**config.mk**
```make
export PLATFORM = sky130hd
export DESIGN_NAME = gonso_sequencer
export DESIGN_NICKNAME = d
export VERILOG_FILES = /design/src/rtl/gonso_seq_pkg.sv /design/src/rtl/gonso_seq_fifo.sv /design/src/rtl/gonso_sequencer.sv
export SDC_FILE = /design/constraint.sdc
export NUM_CORES = 1
export LEC_CHECK = 0
export CAP_MARGIN = 20
export CORE_UTILIZATION = 55
export DETAILED_ROUTE_END_ITERATION = 8
export PLACE_DENSITY = 0.77
export SLEW_MARGIN = 0
export SYNTH_ARGS = -nofsm -noshare
export SYNTH_HDL_FRONTEND = slang
export SYNTH_SLANG_ARGS = --single-unit
```
**constraint.sdc**
```tcl
create_clock -name clk -period 11.17 [get_ports clk]
set_input_delay 1.117 -clock clk [delete_from_list [all_inputs] [get_ports clk]]
set_output_delay 1.117 -clock clk [all_outputs]
set_load 0.05 [all_outputs]
```
**src/rtl/gonso_seq_pkg.sv**
```systemverilog
// gonso_seq_pkg: shared widths, register offsets, bit indices and FSM states for the gonso sequencer
package gonso_seq_pkg;
  localparam int DATA_W = 20;
  localparam logic [31:0] REG_CTRL     = 32'h00;
  localparam logic [31:0] REG_STATUS   = 32'h04;
  localparam logic [31:0] REG_IN_DATA  = 32'h08;
  localparam logic [31:0] REG_OUT_DATA = 32'h0C;
  localparam logic [31:0] REG_JOBCNT   = 32'h10;
  localparam int CTRL_START  = 0;
  localparam int CTRL_CLEAR  = 1;
  localparam int CTRL_IRQ_EN = 2;
  localparam int ST_BUSY     = 0;
  localparam int ST_DONE     = 1;
  localparam int ST_IN_FULL  = 2;
  localparam int ST_OVERFLOW = 3;
  typedef enum logic [1:0] {S_IDLE, S_ISSUE, S_DRAIN} state_e;
endpackage

```
**src/rtl/gonso_seq_fifo.sv**
```systemverilog
// gonso_seq_fifo: synchronous FIFO with flush; push ignored when full, pop ignored when empty
// Ports: clk, rst_n, push/din, pop/dout (head), flush, full, empty, count
module gonso_seq_fifo #(
  parameter int DEPTH = 8,
  parameter int W = 20
) (
  input  logic                       clk,
  input  logic                       rst_n,
  input  logic                       push,
  input  logic                       pop,
  input  logic                       flush,
  input  logic [W-1:0]               din,
  output logic [W-1:0]               dout,
  output logic                       full,
  output logic                       empty,
  output logic [$clog2(DEPTH):0]     count
);
  localparam int AW = $clog2(DEPTH);
  logic [W-1:0] mem [DEPTH];
  logic [AW-1:0] wp, rp;
  logic do_push, do_pop;
  assign full = count == (AW+1)'(DEPTH);
  assign empty = count == '0;
  assign do_push = push & ~full;
  assign do_pop = pop & ~empty;
  assign dout = mem[rp];
  always_ff @(posedge clk)
    if (do_push) mem[wp] <= din;
  always_ff @(posedge clk or negedge rst_n)
    if (!rst_n) begin
      wp <= '0;
      rp <= '0;
      count <= '0;
    end else if (flush) begin
      wp <= '0;
      rp <= '0;
      count <= '0;
    end else begin
      wp <= wp + AW'(do_push);
      rp <= rp + AW'(do_pop);
      count <= count + (AW+1)'(do_push) - (AW+1)'(do_pop);
    end
endmodule

```
**src/rtl/gonso_sequencer.sv**
```systemverilog
// gonso_sequencer: Wishbone-mapped job sequencer streaming queued operands through the gonso datapath
// Ports: clk, rst_n (async, active-low); wbs_* Wishbone slave (registered rdata, 1-cycle ack);
//        dp_input/dp_output datapath stream; irq = done & irq_en
module gonso_sequencer
  import gonso_seq_pkg::*;
#(
  parameter logic [31:0] BASE_ADDR = 32'h30030100,
  parameter int DEPTH = 8,
  parameter int DP_LATENCY = 2
) (
  input  logic              clk,
  input  logic              rst_n,
  input  logic              wbs_cyc_i,
  input  logic              wbs_stb_i,
  input  logic              wbs_we_i,
  input  logic [3:0]        wbs_sel_i,
  input  logic [31:0]       wbs_adr_i,
  input  logic [31:0]       wbs_dat_i,
  output logic [31:0]       wbs_dat_o,
  output logic              wbs_ack_o,
  output logic [DATA_W-1:0] dp_input,
  input  logic [DATA_W-1:0] dp_output,
  output logic              irq
);
  localparam int CW = $clog2(DEPTH) + 1;
  state_e state, state_nx;
  logic acc, wr, rd, start, clear, in_push, out_pop, issue, cap, done_set;
  logic done, ovf, irq_en, unused_bits;
  logic [31:0] off, rdata, status;
  logic [DATA_W-1:0] in_dout, out_dout;
  logic in_full, in_empty, out_full, out_empty;
  logic [CW-1:0] in_count, out_count;
  // Bit 0 tracks the item currently on dp_input, so the tail lines up with dp_output
  // arriving DP_LATENCY cycles after dp_input changes.
  logic [DP_LATENCY:0] vld;
  logic [4:0] inflight;
  logic [5:0] used;
  logic [15:0] jobcnt;
  assign unused_bits = ^{wbs_sel_i[3:1], wbs_dat_i[31:20], out_full};
  assign acc = wbs_cyc_i & wbs_stb_i & ~wbs_ack_o;
  assign off = wbs_adr_i - BASE_ADDR;
  assign wr = acc & wbs_we_i & wbs_sel_i[0];
  assign rd = acc & ~wbs_we_i;
  assign start = wr && off == REG_CTRL && wbs_dat_i[CTRL_START];
  assign clear = wr && off == REG_CTRL && wbs_dat_i[CTRL_CLEAR];
  assign in_push = wr && off == REG_IN_DATA;
  assign out_pop = rd && off == REG_OUT_DATA;
  assign cap = vld[DP_LATENCY];
  assign irq = done & irq_en;
  gonso_seq_fifo #(.DEPTH(DEPTH), .W(DATA_W)) u_in (
    .clk, .rst_n, .push(in_push), .pop(issue), .flush(clear), .din(wbs_dat_i[DATA_W-1:0]),
    .dout(in_dout), .full(in_full), .empty(in_empty), .count(in_count)
  );
  gonso_seq_fifo #(.DEPTH(DEPTH), .W(DATA_W)) u_out (
    .clk, .rst_n, .push(cap), .pop(out_pop), .flush(clear), .din(dp_output),
    .dout(out_dout), .full(out_full), .empty(out_empty), .count(out_count)
  );
  always_comb begin
    inflight = '0;
    for (int i = 0; i <= DP_LATENCY; i++) inflight = inflight + 5'(vld[i]);
    // Reserving result slots for in-flight items keeps the result queue from overflowing.
    used = 6'(out_count) + 6'(inflight);
    issue = state == S_ISSUE && !in_empty && used < 6'(DEPTH);
    done_set = state == S_DRAIN && vld == '0 && !clear;
    state_nx = clear ? S_IDLE
             : (state == S_IDLE && start && !in_empty) ? S_ISSUE
             : (state == S_ISSUE && in_empty && !in_push) ? S_DRAIN
             : (state == S_DRAIN && vld == '0) ? S_IDLE
             : state;
  end
  always_comb begin
    status = '0;
    status[ST_BUSY] = state != S_IDLE;
    status[ST_DONE] = done;
    status[ST_IN_FULL] = in_full;
    status[ST_OVERFLOW] = ovf;
    status[7:4] = 4'(in_count);
    status[11:8] = 4'(out_count);
    rdata = off == REG_CTRL ? {29'b0, irq_en, 2'b0}
          : off == REG_STATUS ? status
          : (off == REG_OUT_DATA && !out_empty) ? {{(32-DATA_W){1'b0}}, out_dout}
          : off == REG_JOBCNT ? {16'b0, jobcnt}
          : '0;
  end
  always_ff @(posedge clk or negedge rst_n)
    if (!rst_n) state <= S_IDLE;
    else state <= state_nx;
  always_ff @(posedge clk or negedge rst_n)
    if (!rst_n) begin
      wbs_ack_o <= 1'b0;
      wbs_dat_o <= '0;
      dp_input <= '0;
      vld <= '0;
      jobcnt <= '0;
      done <= 1'b0;
      ovf <= 1'b0;
      irq_en <= 1'b0;
    end else begin
      wbs_ack_o <= acc;
      if (rd) wbs_dat_o <= rdata;
      vld <= clear ? '0 : {vld[DP_LATENCY-1:0], issue};
      dp_input <= clear ? '0 : issue ? in_dout : dp_input;
      jobcnt <= clear ? '0 : jobcnt + 16'(cap);
      done <= clear ? 1'b0 : done_set ? 1'b1
            : (wr && off == REG_STATUS && wbs_dat_i[ST_DONE]) ? 1'b0 : done;
      ovf <= clear ? 1'b0 : (in_push && in_full) ? 1'b1
           : (wr && off == REG_STATUS && wbs_dat_i[ST_OVERFLOW]) ? 1'b0 : ovf;
      if (wr && off == REG_CTRL) irq_en <= wbs_dat_i[CTRL_IRQ_EN];
    end
endmodule
```
==> impl_metrics.sql, run 1 <==
INSERT INTO impl_metrics (metric_group, metric, value, unit) VALUES
('flow_run', 'max_cap_viol_count', '0', ''),
('cts', 'cts_num_sinks', '405', ''),
('cts', 'clkSlewWorstSetupHoldPaths', '60', 'ps'),
('setup_path', 'endpoint_kind', 'flip-flop', ''),
('setup_path', 'worst_path_required_time', '11370', 'ps'),
('run_status', 'status', 'completed', ''),
('global_routing', 'grt.total_usage', '0.235', ''),
('cts', 'tritoncts', 'done', ''),
('synth', 'synth.top_cell.area_share', '0.572', ''),
('synth', 'netlist_area', '16800', 'um^2'),
('cts', 'cts-htree-levels', '2', ''),
('min_path', 'hold_path_startpoint', 'wbs_ack_o', ''),
('synth', 'synth_top_cells_by_count', 'sky130_fd_sc_hd__edfxtp_1, sky130_fd_sc_hd__nor2_1, sky130_fd_sc_hd__dfrtp_1', ''),
('cts', 'cts_setup_buffers', '0', ''),
('placement', 'place.gp.congestion', '0.834', ''),
('min_path', 'hold_path.class', 'flip-flop to flip-flop', ''),
('routing', 'avgViaCountPerCell', '5.96', ''),
('min_path', 'whs_path_depth', '1', ''),
('timing', 'finalMaxSlewViolations', '0', ''),
('die', 'initial_utilization', '0.563', ''),
('cts', 'numCtsBuffers', '41', ''),
('cts', 'cts.root.buffer_cell', 'sky130_fd_sc_hd__clkbuf_16', ''),
('timing', 'totalNegativeSetupSlack', '0', 'ps'),
('synth', 'count_of_mapped_cells_out_of_synthesis', '971', ''),
('power', 'leakage', '6.75', 'nW'),
('setup_path', 'critical_path.cell_chain', 'clkdlybuf4s50_1 -> or4_4 -> o211ai_1 -> and4b_1 -> o22ai_2 -> nor3_2 -> nand2_1 -> nor4b_2 -> buf_4', ''),
('synth', 'flop_and_latch_count_out_of_synthesis', '405', ''),
('timing', 'final_period_minus_worst_setup_slack', '4740', 'ps'),
('routing', 'drtIter0Drc', '753', ''),
('global_routing', 'grt_start_max_net_pins', '63', ''),
('power', 'peakVddDrop', '113', 'uV'),
('timing', 'final_min_period_over_clock_period', '0.424', ''),
('synth', 'yosys_most_used_dff', 'sky130_fd_sc_hd__edfxtp_1', ''),
('global_routing', 'antenna_found_initial', '2', ''),
('setup_path', 'critPathSlowestCell', 'sky130_fd_sc_hd__nor4b_2', ''),
('global_routing', 'grt_pass1_wl', '54800', 'um'),
('routing', 'postRouteAntennaNets', '0', ''),
('placement', 'dpl.hpwl', '21000', 'um'),
('synth', 'yosysWarningCount', '0', ''),
('timing', 'skew', '25.7', 'ps'),
('synth', 'dominant_cell_by_count_in_the_synthesized_netlist', 'sky130_fd_sc_hd__edfxtp_1', ''),
('routing', 'drtPass1Iterations', '5', ''),
('routing', 'average_wire_length_per_cell_after_detail_routing', '22.9', 'um'),
('global_routing', 'overflow', '0', ''),
('power', 'power-per-cell-area', '153', 'nW/um^2'),
('timing', 'finalHoldViolations', '0', ''),
('synth', 'synthDistinctLibCells', '65', ''),
('cts', 'post_cts_resized', '0', ''),
('setup_path', 'worst_ep_arrival_time', '4940', 'ps'),
('setup_path', 'worst_r2r_path_depth', '15', ''),
('global_routing', 'first_global_vias', '9598', ''),
('die', 'die-height', '177', 'um'),
('setup_path', 'startpoint', 'wbs_adr_i[8]', ''),
('die', 'core-area', '29800', 'um^2'),
('synth', 'synth_edf_count', '320', ''),
('setup_path', 'critical_register_to_register_path_startpoint', 'u_out.count[0]', ''),
('placement', 'numPortBuffers', '119', ''),
('timing', 'unrepaired_setup_endpoints_after_global_routing', 'no', ''),
('routing', 'via_count', '9155', ''),
('cts', 'cts.hold.buffers_added', '0', ''),
('cts', 'clock_path_buffers', '3', ''),
('cts', 'clkLatencyLatePin', '540', 'ps'),
('setup_path', 'critical_path_depth_in_cells', '9', ''),
('setup_path', 'timing.critical_path.buf_inv', '2', ''),
('die', 'die_width', '177', 'um'),
('timing', 'timing.fmax', '211', 'MHz'),
('routing', 'route.detailed.drc', '0', ''),
('synth', 'yosys-top-cells-area', 'sky130_fd_sc_hd__edfxtp_1, sky130_fd_sc_hd__dfrtp_1, sky130_fd_sc_hd__mux4_2', ''),
('timing', 'max_slew.worst_pin.slew', '1190', 'ps'),
('routing', 'finalWirelength', '35100', 'um'),
('synth', 'synth_top_area_cell', 'sky130_fd_sc_hd__edfxtp_1', '');
metrics by stage:
step / instance area (um^2) / util / setup slack, ps / power [mW] / cells
after global routing: 19800 / 0.665 / 6250 / 3.11 / 1534
after global placement: 18500 / 0.621 / 6070 / 1.73 / 1460
after floorplan: 16800 / - / 5770 / 1.68 / 982
final: 19800 / 0.665 / 6430 / 3.02 / 1535
after detailed placement: 18500 / 0.621 / 5960 / 1.73 / 1460
after CTS: 19800 / 0.665 / 6430 / 3.05 / 1533
path summary, 6_finish.rpt:
check / to / slack [ps]
setup / recovery: u_in.mem[1][15] / 6430
hold reg to reg: wbs_ack_o / 490
setup reg to reg: u_in.count[3] / 7610
min in group asynchronous: u_out.wp[0] / 580
hold / removal: wbs_ack_o / 490
max in group asynchronous: u_in.count[1] / 9570
metal layers:
metal,part of all wire,global-route usage,vias to the layer above
met5,0.00034,0,-
met3,0.068,0.0393,50
li1,-,-,4100
met2,0.50,0.388,305
met4,0.020,0.0636,2
met1,0.41,0.327,4698
sequential cells by signal (all words and copies together), names as in the netlist, 4 cells and up:
| signal | flops |
|---|---|
| jobcnt | 16 |
| u_out.count | 4 |
| wbs_dat_o | 20 |
| u_out.mem | 160 |
| dp_input | 20 |
| u_in.mem | 160 |
| u_in.count | 4 |
placed cells by master (no fill, tap or decap), types with 10 or more instances in the layout:
cell,instances
sky130_fd_sc_hd__a22oi_1,13
sky130_fd_sc_hd__o31ai_2,10
sky130_fd_sc_hd__a21oi_1,27
sky130_fd_sc_hd__dfrtp_1,83
sky130_fd_sc_hd__clkinv_1,10
sky130_fd_sc_hd__mux2i_1,26
sky130_fd_sc_hd__clkbuf_16,42
sky130_fd_sc_hd__mux2_2,15
sky130_fd_sc_hd__a32oi_1,15
sky130_fd_sc_hd__ha_1,23
sky130_fd_sc_hd__nand3_1,17
sky130_fd_sc_hd__clkdlybuf4s50_1,118
sky130_fd_sc_hd__nand2_1,26
sky130_fd_sc_hd__xnor2_1,15
sky130_fd_sc_hd__nor2_1,86
sky130_fd_sc_hd__inv_1,16
sky130_fd_sc_hd__edfxtp_1,320
sky130_fd_sc_hd__mux4_2,80
sky130_fd_sc_hd__conb_1,12
sky130_fd_sc_hd__buf_4,30
sky130_fd_sc_hd__nor2b_1,15
cells by family (layout without fill, tap and decap cells):
| group | Yosys count | in the layout | share of synthesized area |
|---|---|---|---|
| DFF | 405 | 405 | 0.699 |
| and+or+nand+nor | 214 | 214 | 0.0648 |
| muxes | 122 | 122 | 0.134 |
| AOI/OAI and AO/OA | 103 | 103 | 0.0470 |
| buffers and inverters | 76 | 238 | 0.0221 |
| adders and majority gates | 26 | 26 | 0.0207 |
| xor gates and xnor gates | 24 | 24 | 0.0125 |
| other | 1 | 13 | 0.000223 |
layout make-up:
cell class	count	area [um^2]
clock buffer	51	1100
antenna	1	2.50
timing repair buffer	149	1420
sequential	405	11700
tap	390	488
fill	1942	9980
inverter	16	60.1
multi-input combinational	501	4800
clock inverter	22	201
power breakdown:
| part | internal [mW] | switching [mW] | leakage [nW] |
|---|---|---|---|
| registers | 1.63 | 0.000195 | 3.82 |
| clock network | 0.773 | 0.547 | 0.639 |
| logic | 0.0287 | 0.0464 | 2.29 |
| total | 2.43 | 0.594 | 6.75 |
Note: power is estimated with default switching activity, not from simulation.
==> run 2, diff against run 1 <==
--- a/config.mk
+++ b/config.mk
@@ -6,9 +6,9 @@
 export NUM_CORES = 1
 export LEC_CHECK = 0
 export CAP_MARGIN = 20
-export CORE_UTILIZATION = 55
+export CORE_UTILIZATION = 52
 export DETAILED_ROUTE_END_ITERATION = 8
-export PLACE_DENSITY = 0.77
+export PLACE_DENSITY = 0.76
 export SLEW_MARGIN = 0
 export SYNTH_ARGS = -nofsm -noshare
 export SYNTH_HDL_FRONTEND = slang
==> constraint.sdc (replaced) <==
create_clock -name clk -period 4 [get_ports clk]
set_input_delay 0.4 -clock clk [delete_from_list [all_inputs] [get_ports clk]]
set_output_delay 0.4 -clock clk [all_outputs]
set_load 0.05 [all_outputs]
==> run 2 against run 1 <==
Net effect: clock-buffer cell count up 3; total power rose to 2.8 times the previous value; sequential cell count unchanged.
==> impl_metrics.sql, run 2 (synthesis results as in run 1) <==
INSERT INTO impl_metrics (metric_group, metric, value, unit) VALUES
('setup_path', 'cp_max_fo', '5', ''),
('cts', 'cts_setup_buffers', '0', ''),
('final_layout', 'layout-drive-gt1-share', '0.211', ''),
('setup_path', 'critical_path.top_delay_family', 'simple AND/OR/NAND/NOR gates', ''),
('die', 'die-height', '182', 'um'),
('routing', 'average_wire_length_per_cell_after_detail_routing', '22.2', 'um'),
('setup_path', 'timing.critical_path.buf_inv', '1', ''),
('routing', 'drtPass1Iterations', '5', ''),
('die', 'core-area', '31600', 'um^2'),
('global_routing', 'grt_start_max_net_pins', '63', ''),
('setup_path', 'worst_path_required_time', '4410', 'ps'),
('timing', 'final_min_period_over_clock_period', '0.864', ''),
('final_layout', 'fillers', '2142', ''),
('power', 'switching_power', '1.67', 'mW'),
('setup_path', 'worst_ep_arrival_time', '3860', 'ps'),
('placement', 'place.gp.congestion', '0.820', ''),
('final_layout', 'most_common_cell_after_layout_fill_and_taps_aside', 'sky130_fd_sc_hd__edfxtp_1', ''),
('setup_path', 'critical-path-max-stage-delay', '570', 'ps'),
('timing', 'timing.fmax', '289', 'MHz'),
('setup_path', 'cp-start-kind', 'primary input', ''),
('routing', 'postRouteAntennaNets', '0', ''),
('timing', 'skew', '15.2', 'ps'),
('placement', 'cell_count_post_placement', '1490', ''),
('cts', 'numCtsBuffers', '41', ''),
('cts', 'cts-htree-levels', '2', ''),
('routing', 'via_count', '9327', ''),
('power', 'netSwitchingFraction', '0.196', ''),
('routing', 'drtIter0Drc', '774', ''),
('timing', 'final_period_minus_worst_setup_slack', '3450', 'ps'),
('setup_path', 'critical_path.cell_chain', 'clkdlybuf4s50_1 -> or4_4 -> o211ai_1 -> and4b_1 -> o22ai_2 -> or4_1 -> or2_1 -> ha_1 -> a21o_1 -> a21oi_1 -> xnor2_1 -> nor2_1', ''),
('final_layout', 'regArea', '11700', 'um^2'),
('routing', 'finalWirelength', '34800', 'um'),
('setup_path', 'endpoint_kind', 'flip-flop', ''),
('timing', 'max_slew.worst_pin.slew', '1020', 'ps'),
('final_layout', 'most-common-layout-cells', 'sky130_fd_sc_hd__edfxtp_1, sky130_fd_sc_hd__clkdlybuf4s50_1, sky130_fd_sc_hd__nor2_1', ''),
('final_layout', 'top_registers', 'u_in.mem x160, u_out.mem x160', ''),
('final_layout', 'nets', '1251', ''),
('power', 'report.power.total', '8.50', 'mW'),
('cts', 'clkLatencyLatePin', '530', 'ps'),
('placement', 'dpl.hpwl', '21200', 'um'),
('timing', 'max-slew-margin-rel', '0.322', ''),
('power', 'seqPwrFrac', '0.535', ''),
('die', 'initial_utilization', '0.531', ''),
('die', 'die_width', '182', 'um'),
('cts', 'clkSlewWorstSetupHoldPaths', '60', 'ps'),
('run_status', 'status', 'completed', ''),
('final_layout', 'area_growth_syn_to_layout', '19.4', '%'),
('die', 'floorplan.io_pins', '147', ''),
('global_routing', 'first_global_vias', '9590', ''),
('timing', 'finalMaxSlewViolations', '0', ''),
('routing', 'route.detailed.drc', '0', ''),
('final_layout', 'multiInputGateArea', '4810', 'um^2'),
('flow_run', 'max_cap_viol_count', '0', ''),
('global_routing', 'grt_pass1_wl', '54200', 'um'),
('global_routing', 'grt.total_usage', '0.216', ''),
('power', 'peakVddDrop', '422', 'uV'),
('timing', 'finalSetupViolCount', '0', ''),
('global_routing', 'overflow', '0', ''),
('cts', 'cts_num_sinks', '405', ''),
('placement', 'numPortBuffers', '119', ''),
('power', 'pwr-share-clk', '0.440', ''),
('die', 'std_cell_rows', '65', ''),
('power', 'internal_power', '6.83', 'mW'),
('final_layout', 'number_of_standard_cells_in_the_final_layout_excluding_fillers', '1568', ''),
('min_path', 'hold_path.class', 'primary input to async pin', ''),
('final_layout', 'utilization', '0.634', ''),
('global_routing', 'antenna_found_initial', '2', ''),
('die', 'area_enclosed_by_the_die_boundary', '33000', 'um^2'),
('cts', 'cts.root.buffer_cell', 'sky130_fd_sc_hd__clkbuf_16', ''),
('timing', 'unrepaired_setup_endpoints_after_global_routing', 'no', ''),
('setup_path', 'critPathSlowestCell', 'sky130_fd_sc_hd__or4_4', ''),
('cts', 'clock_path_buffers', '3', ''),
('power', 'power-per-cell-area', '424', 'nW/um^2'),
('routing', 'avgViaCountPerCell', '5.95', ''),
('cts', 'tritoncts', 'done', ''),
('power', 'combinationalPowerShare', '0.025', ''),
('setup_path', 'crit_type', 'primary input to flip-flop', ''),
('timing', 'finalHoldViolations', '0', ''),
('power', 'leakage', '6.87', 'nW');
-- run 2: cell types whose count changed in the layout (fill, tap and decap cells not counted), sizes merged --
cell,delta
buf,+17
clkinvlp,+1
clkinv,-3
inv,+1
diode,+1
clkbuf,+3
dlygate4sd3,+1
-- run 2: power groups by stage --
stage	sequential (mW)	clock, mW	combinational [mW]
finish	4.55	3.74	0.213
floorplan	4.64	0	0.0622
global route	4.55	3.97	0.230
detailed placement	4.63	0	0.210
CTS	4.55	3.81	0.213
global placement	4.63	0	0.205
-- run 2: metrics by stage --
stage,instance area [um^2],setup slack (ps),hold WS [ps],setup TNS (ps)
after floorplan,16800,-669,104,-35550
after global placement,18700,108,389,0
after detailed placement,18700,11.1,379,0
after CTS,20000,565,368,0
after global routing,20000,395,397,0
final,20100,545,365,0
-- run 2: layout make-up --
cell class	instances	share of cell area
sequential	405	0.585
tap	402	0.0251
clock inverter	21	0.00961
antenna	2	0.000250
clock buffer	54	0.0567
inverter	16	0.00300
multi-input combinational	501	0.240
timing repair buffer	167	0.0799
-- run 2: path summary, 6_finish.rpt --
path                                start             end  slack, ps  cells after the start
setup / recovery             wbs_adr_i[8]  u_out.count[3]        550                     12
hold / removal                      rst_n      jobcnt[12]        370                      2
setup reg to reg           u_out.count[0]   u_in.count[3]        880                     13
hold reg to reg              wbs_dat_o[2]    wbs_dat_o[2]        480                      2
max in group asynchronous           rst_n            done       2880                      3
min in group clk                wbs_cyc_i       wbs_ack_o        470                      3
-- run 2: routing by layer --
layer / global-route usage / wire (um)
met5: 0 / 0
met4: 0.0715 / 996
met3: 0.0409 / 2520
met2: 0.347 / 16500
met1: 0.301 / 14800
-- run 2: repair_timing --
item / CTS / global route
hold endpoints to repair: 34 / 0
hold buffers: 1 / 0
resized for setup: 0 / 0
==> run 3, diff against run 2 <==
--- a/config.mk
+++ b/config.mk
@@ -7,9 +7,9 @@
 export LEC_CHECK = 0
 export CAP_MARGIN = 20
 export CORE_UTILIZATION = 52
+export CTS_CLUSTER_DIAMETER = 30
 export DETAILED_ROUTE_END_ITERATION = 8
-export PLACE_DENSITY = 0.76
-export SLEW_MARGIN = 0
+export PLACE_DENSITY_LB_ADDON = 0.08
 export SYNTH_ARGS = -nofsm -noshare
 export SYNTH_HDL_FRONTEND = slang
 export SYNTH_SLANG_ARGS = --single-unit
==> run 3 against run 2 <==
Net effect: clock power up 84%; global-route usage up 0.92 points; sequential cell count unchanged; final area rose by 8.0%; final cell count grew 4.8%; clock-buffer cell count rose by 30; sequential share of layout area shrank 4.3 points; critical endpoint unchanged.
==> impl_metrics.sql, run 3 (synthesis results as in run 1) <==
INSERT INTO impl_metrics (metric_group, metric, value, unit) VALUES
('cts', 'clock_path_buffers', '3', ''),
('cts', 'clkSlewWorstSetupHoldPaths', '50', 'ps'),
('routing', 'drtPass1Iterations', '5', ''),
('cts', 'cts_setup_buffers', '0', ''),
('routing', 'via_count', '9350', ''),
('placement', 'numPortBuffers', '119', ''),
('routing', 'postRouteAntennaNets', '0', ''),
('final_layout', 'utilization', '0.685', ''),
('die', 'initial_utilization', '0.531', ''),
('run_status', 'status', 'completed', ''),
('final_layout', 'regArea', '11700', 'um^2'),
('global_routing', 'grt.total_usage', '0.226', ''),
('timing', 'timing.fmax', '299', 'MHz'),
('final_layout', 'multiInputGateArea', '4810', 'um^2'),
('routing', 'finalWirelength', '35700', 'um'),
('die', 'die-height', '182', 'um'),
('final_layout', 'fillers', '2100', ''),
('routing', 'route.detailed.drc', '0', ''),
('global_routing', 'first_global_vias', '9793', ''),
('final_layout', 'top_registers', 'u_in.mem x160, u_out.mem x160', ''),
('setup_path', 'endpoint_kind', 'flip-flop', ''),
('die', 'std_cell_rows', '65', ''),
('placement', 'placement_stage_worst_setup_slack', '97.2', 'ps'),
('final_layout', 'nets', '1292', ''),
('timing', 'finalMaxSlewViolations', '0', ''),
('setup_path', 'worst_path_required_time', '4450', 'ps'),
('power', 'power-per-cell-area', '539', 'nW/um^2'),
('final_layout', 'most_common_cell_after_layout_fill_and_taps_aside', 'sky130_fd_sc_hd__edfxtp_1', ''),
('setup_path', 'cp-start-kind', 'primary input', ''),
('final_layout', 'most-common-layout-cells', 'sky130_fd_sc_hd__edfxtp_1, sky130_fd_sc_hd__clkdlybuf4s50_1, sky130_fd_sc_hd__nor2_1', ''),
('global_routing', 'grt_pass1_wl', '55800', 'um'),
('die', 'area_enclosed_by_the_die_boundary', '33000', 'um^2'),
('cts', 'clkLatencyLatePin', '590', 'ps'),
('timing', 'finalHoldViolations', '0', ''),
('final_layout', 'final_cell_area', '21700', 'um^2'),
('timing', 'max-slew-margin-rel', '0.291', ''),
('placement', 'dpl.hpwl', '21500', 'um'),
('timing', 'skew', '36.6', 'ps'),
('routing', 'average_wire_length_per_cell_after_detail_routing', '21.7', 'um'),
('final_layout', 'layout-drive-gt1-share', '0.262', ''),
('cts', 'numCtsBuffers', '80', ''),
('global_routing', 'antenna_found_initial', '0', ''),
('routing', 'drtIter0Drc', '639', ''),
('placement', 'dpl_cell_area', '18800', 'um^2'),
('timing', 'finalSetupViolCount', '0', ''),
('timing', 'fin_ws', '659', 'ps'),
('final_layout', 'n_antenna_cell', '0', ''),
('cts', 'cts.hold.buffers_added', '1', ''),
('cts', 'cts-htree-levels', '3', ''),
('placement', 'place.gp.congestion', '0.806', ''),
('timing', 'final_period_minus_worst_setup_slack', '3340', 'ps'),
('final_layout', 'area_growth_syn_to_layout', '29.0', '%'),
('flow_run', 'max_cap_viol_count', '0', ''),
('power', 'leakage', '7.57', 'nW'),
('cts', 'post_cts_resized', '0', ''),
('routing', 'avgViaCountPerCell', '5.69', ''),
('setup_path', 'crit_type', 'primary input to flip-flop', ''),
('min_path', 'hold_path.class', 'primary input to flip-flop', ''),
('setup_path', 'cp_max_fo', '4', ''),
('cts', 'cts_num_sinks', '405', ''),
('power', 'peakVddDrop', '361', 'uV'),
('die', 'die_width', '182', 'um'),
('die', 'core-area', '31600', 'um^2'),
('die', 'floorplan.io_pins', '147', ''),
('timing', 'unrepaired_setup_endpoints_after_global_routing', 'no', ''),
('cts', 'tritoncts', 'done', ''),
('timing', 'max_slew.worst_pin.slew', '1060', 'ps'),
('cts', 'cts.root.buffer_cell', 'sky130_fd_sc_hd__clkbuf_16', ''),
('setup_path', 'worst_ep_arrival_time', '3790', 'ps'),
('timing', 'final_min_period_over_clock_period', '0.835', ''),
('global_routing', 'overflow', '0', ''),
('global_routing', 'grt_start_max_net_pins', '63', '');
run 3: changes by cell type in the layout (fill, tap and decap cells not counted), sizes merged:
cell,before,now
clkbuf,54,85
clkinvlp,2,19
clkinv,14,30
bufinv,3,12
inv,18,21
diode,2,0
buf,48,49
run 3: final timing paths:
check                                from             end  slack (ps)  depth (start not counted)
hold / removal                  wbs_stb_i       wbs_ack_o         400                          3
setup / recovery            wbs_adr_i[22]  u_out.count[3]         660                         12
setup reg to reg           u_out.count[0]   u_in.count[1]         920                         11
min in group asynchronous           rst_n   wbs_dat_o[18]         480                          2
hold reg to reg             wbs_dat_o[13]   wbs_dat_o[13]         490                          2
max in group asynchronous           rst_n      u_in.rp[2]        2640                          3
run 3: layer usage:
metal,vias up,wire length [um],global-route usage
met5,-,0,0
met4,0,713,0.0732
met3,56,1860,0.0447
met2,277,16600,0.344
met1,4766,16500,0.329
li1,4251,-,-
run 3: metrics by stage:
| stage | TNS [ps] | cells | power [mW] | hold WS [ps] |
|---|---|---|---|---|
| floorplan | -35550 | 982 | 4.70 | 104 |
| global route | 0 | 1643 | 12.0 | 431 |
| finish | 0 | 1643 | 11.7 | 403 |
| CTS | 0 | 1642 | 11.8 | 393 |
| detailed placement | 0 | 1491 | 4.85 | 478 |
| global placement | 0 | 1491 | 4.84 | 470 |
run 3: critical path: stages:
cell and delay [ps]:
sky130_fd_sc_hd__clkdlybuf4s50_1 420, sky130_fd_sc_hd__or4_1 620, sky130_fd_sc_hd__nor4_4 310, sky130_fd_sc_hd__and4b_1 280, sky130_fd_sc_hd__o22ai_2 110, sky130_fd_sc_hd__or4_1 580, sky130_fd_sc_hd__or2_1 280, sky130_fd_sc_hd__ha_1 280
sky130_fd_sc_hd__a21o_1 160, sky130_fd_sc_hd__a21oi_1 170, sky130_fd_sc_hd__xnor2_1 130, sky130_fd_sc_hd__nor2_1 60
run 3: area by class of cell:
class                           count  area share
Sequential cell                   405       0.542
Tap cell                          402      0.0232
Inverter                           16     0.00277
Multi-Input combinational cell    501       0.222
Clock buffer                       84      0.0941
Timing Repair Buffer              169      0.0768
Clock inverter                     66      0.0391
run 3: power by group:
part / leakage, nW / total [mW] / internal [mW] / switching, mW
logic: 2.41 / 0.211 / 0.0837 / 0.127
registers: 3.82 / 4.56 / 4.56 / 0.000566
clock network: 1.34 / 6.90 / 4.56 / 2.34
==> patch (config.mk and constraints of run 1) <==
The 3 states of `state_e` get a one-hot encoding in 3 bits.
--- a/src/rtl/gonso_seq_pkg.sv
+++ b/src/rtl/gonso_seq_pkg.sv
@@ -15,3 +15,3 @@
   localparam int ST_OVERFLOW = 3;
-  typedef enum logic [1:0] {S_IDLE, S_ISSUE, S_DRAIN} state_e;
+  typedef enum logic [2:0] {S_IDLE = 3'b001, S_ISSUE = 3'b010, S_DRAIN = 3'b100} state_e;
 endpackage
Formal check against the unedited RTL: same outputs for any inputs over 10 cycles, from zero or initial values and one cycle with rst_n low; not proved beyond that.
==> patch against run 1 <==
- core utilization about the same
- setup slack got worse by 640 ps
- synthesized area increased by 0.39%
- design area increased by 0.24%
- worst hold slack got worse by 6.1 ps
- sequential cell count increased by 1
- routed wire length about the same
- total power increased by 0.30%
- fmax decreased by 12%
- critical endpoint is now u_out.count[3]$_DFF_PN0_
- largest power group unchanged
==> patch: results (changes against run 1) <==
----------------------------------------------------
[Synth]
  Sequential area share after synthesis ... 0.6979 (-0.001191)
  Area contributors post-synth ... edfxtp_1, dfrtp_1, mux4_2
  Share of cell area taken by muxes after synthesis ... 0.1319 (-0.001639)
  Async set-or-reset flop fraction in the synthesized netlist ... 0.2118 (+0.001946)
  Netlist cell types ... 60 (-7.7%)
  Xor/xnor cell area share of the yosys netlist ... 0.01247 (-0.00004926)
  Total of flip-flops plus latches after synthesis ... 406 (+0.25%)
  Arithmetic-cell share of the synthesized area counting full adders, half adders and majority gates ... 0.02123 (+0.0005124)

[Worst setup path]
  Reg-to-reg setup timing slack ... 7530 ps (-80 ps)
  Worst Reg2Reg Path Length in Cells ... 8 (-7)
  Critical path destination ... u_out.count[3]$_DFF_PN0_
  Stage delay of the slowest cell on the critical path ... 810 ps (-70 ps)
  Worst path slowest cell ... nand3_1
  Largest driver fanout on the critical path ... 19 (+5)
  Terminus of the critical flop-to-flop path ... u_in.mem[6][5]$_DFFE_PP_

[Global routing]
  Met3 Use GR ... 0.03565 (-0.003651)
  Maximum number of pins on one net before global-route repair ... 52 (-17%)
  Overall fraction of global-route tracks in use ... 0.2318 (-0.003234)
  Number of global-route vias before repair ... 9757 (+1.7%)
  Initial antenna violation count ... 1 (-1)

[STA]
  Maximum clock skew at final layout ... 19.77 ps (-5.930 ps)
  WHS ... 486.4 ps (-6.135 ps)
  Final critical-path share of the clock period ... 0.4812 (+0.05708)
  Slew Limit Headroom ... 0.3651 (+0.1629)

[Detailed routing]
  Met1 layer wirelength in the final routing ... 13960 um (-3.9%)
  DRT iter0 DRCs ... 712 (-5.4%)
  Wire length on met2 ... 18530 um (+6.0%)
  Highest routed metal layer ... met4
  Routed met3 length ... 1743 um (-26%)
  Final wirelength ... 35080 um (about the same)

[Final layout]
  Total Nets Final ... 1279 (+3.7%)
  Non-clock buffering overhead in the final layout ... 0.07043 (-0.001116)

[Clocking]
  Number of clock buffers inserted by TritonCTS ... 40 (-2.4%)

[Status]
  Result of the run ... finished, final reports clean

[Placement]
  Worst-case setup slack after placement ... 5218 ps (-741.5 ps)
  Final weighted congestion of routability-driven global placement ... 0.8664 (+3.9%)

----------------------------------------------------
## patch: changes by cell type after synthesis, sizes merged, moves of 7 or more
cell    change
mux2       -15
mux2i      +15
a221oi     +11
a21oi      +18
o31ai      -16
o21ai       +8
nor3        +8
a22o        +7
a22oi      -13
a32oi      -15
nor2        +7
nand2      +19
## patch: stage by stage
| stage | instances | instance area, um^2 |
|---|---|---|
| after floorplan | 1032 | 16900 |
| after global placement | 1508 | 18560 |
| after detailed placement | 1508 | 18560 |
| after CTS | 1580 | 19860 |
| after global routing | 1581 | 19860 |
| final | 1581 | 19860 |
## patch: power by group
group          internal [W]  switching (W)
logic             0.0000286      0.0000450
clock network      0.000780       0.000547
registers           0.00163   0.0000000791
total               0.00244       0.000592
## patch: critical path, delay by kind of cell
family	cells	cell delay, ps
compound gates	3	1030
xor+xnor	1	130
fa+ha+maj	1	280
buf+inv	1	590
simple gates	6	2600
## patch: worst min-delay path by stage
stage                              start                        end  cells after the start
3_5_place_dp   wbs_dat_o[17]$_DFFE_PN0P_  wbs_dat_o[17]$_DFFE_PN0P_                      2
2_1_floorplan           done$_DFFE_PN0P_           done$_DFFE_PN0P_                      2
5_1_grt        wbs_dat_o[17]$_DFFE_PN0P_  wbs_dat_o[17]$_DFFE_PN0P_                      2
6_report       wbs_dat_o[17]$_DFFE_PN0P_  wbs_dat_o[17]$_DFFE_PN0P_                      2
4_1_cts        wbs_dat_o[17]$_DFFE_PN0P_  wbs_dat_o[17]$_DFFE_PN0P_                      2
3_3_place_gp   wbs_dat_o[18]$_DFFE_PN0P_  wbs_dat_o[18]$_DFFE_PN0P_                      2
## patch: cell families after synthesis
family | Yosys count
mux | 122
xor+xnor | 24
flops | 406
buf+inv | 77
compound gates | 108
simple gates | 256
other cells | 1
fa+ha+maj | 27
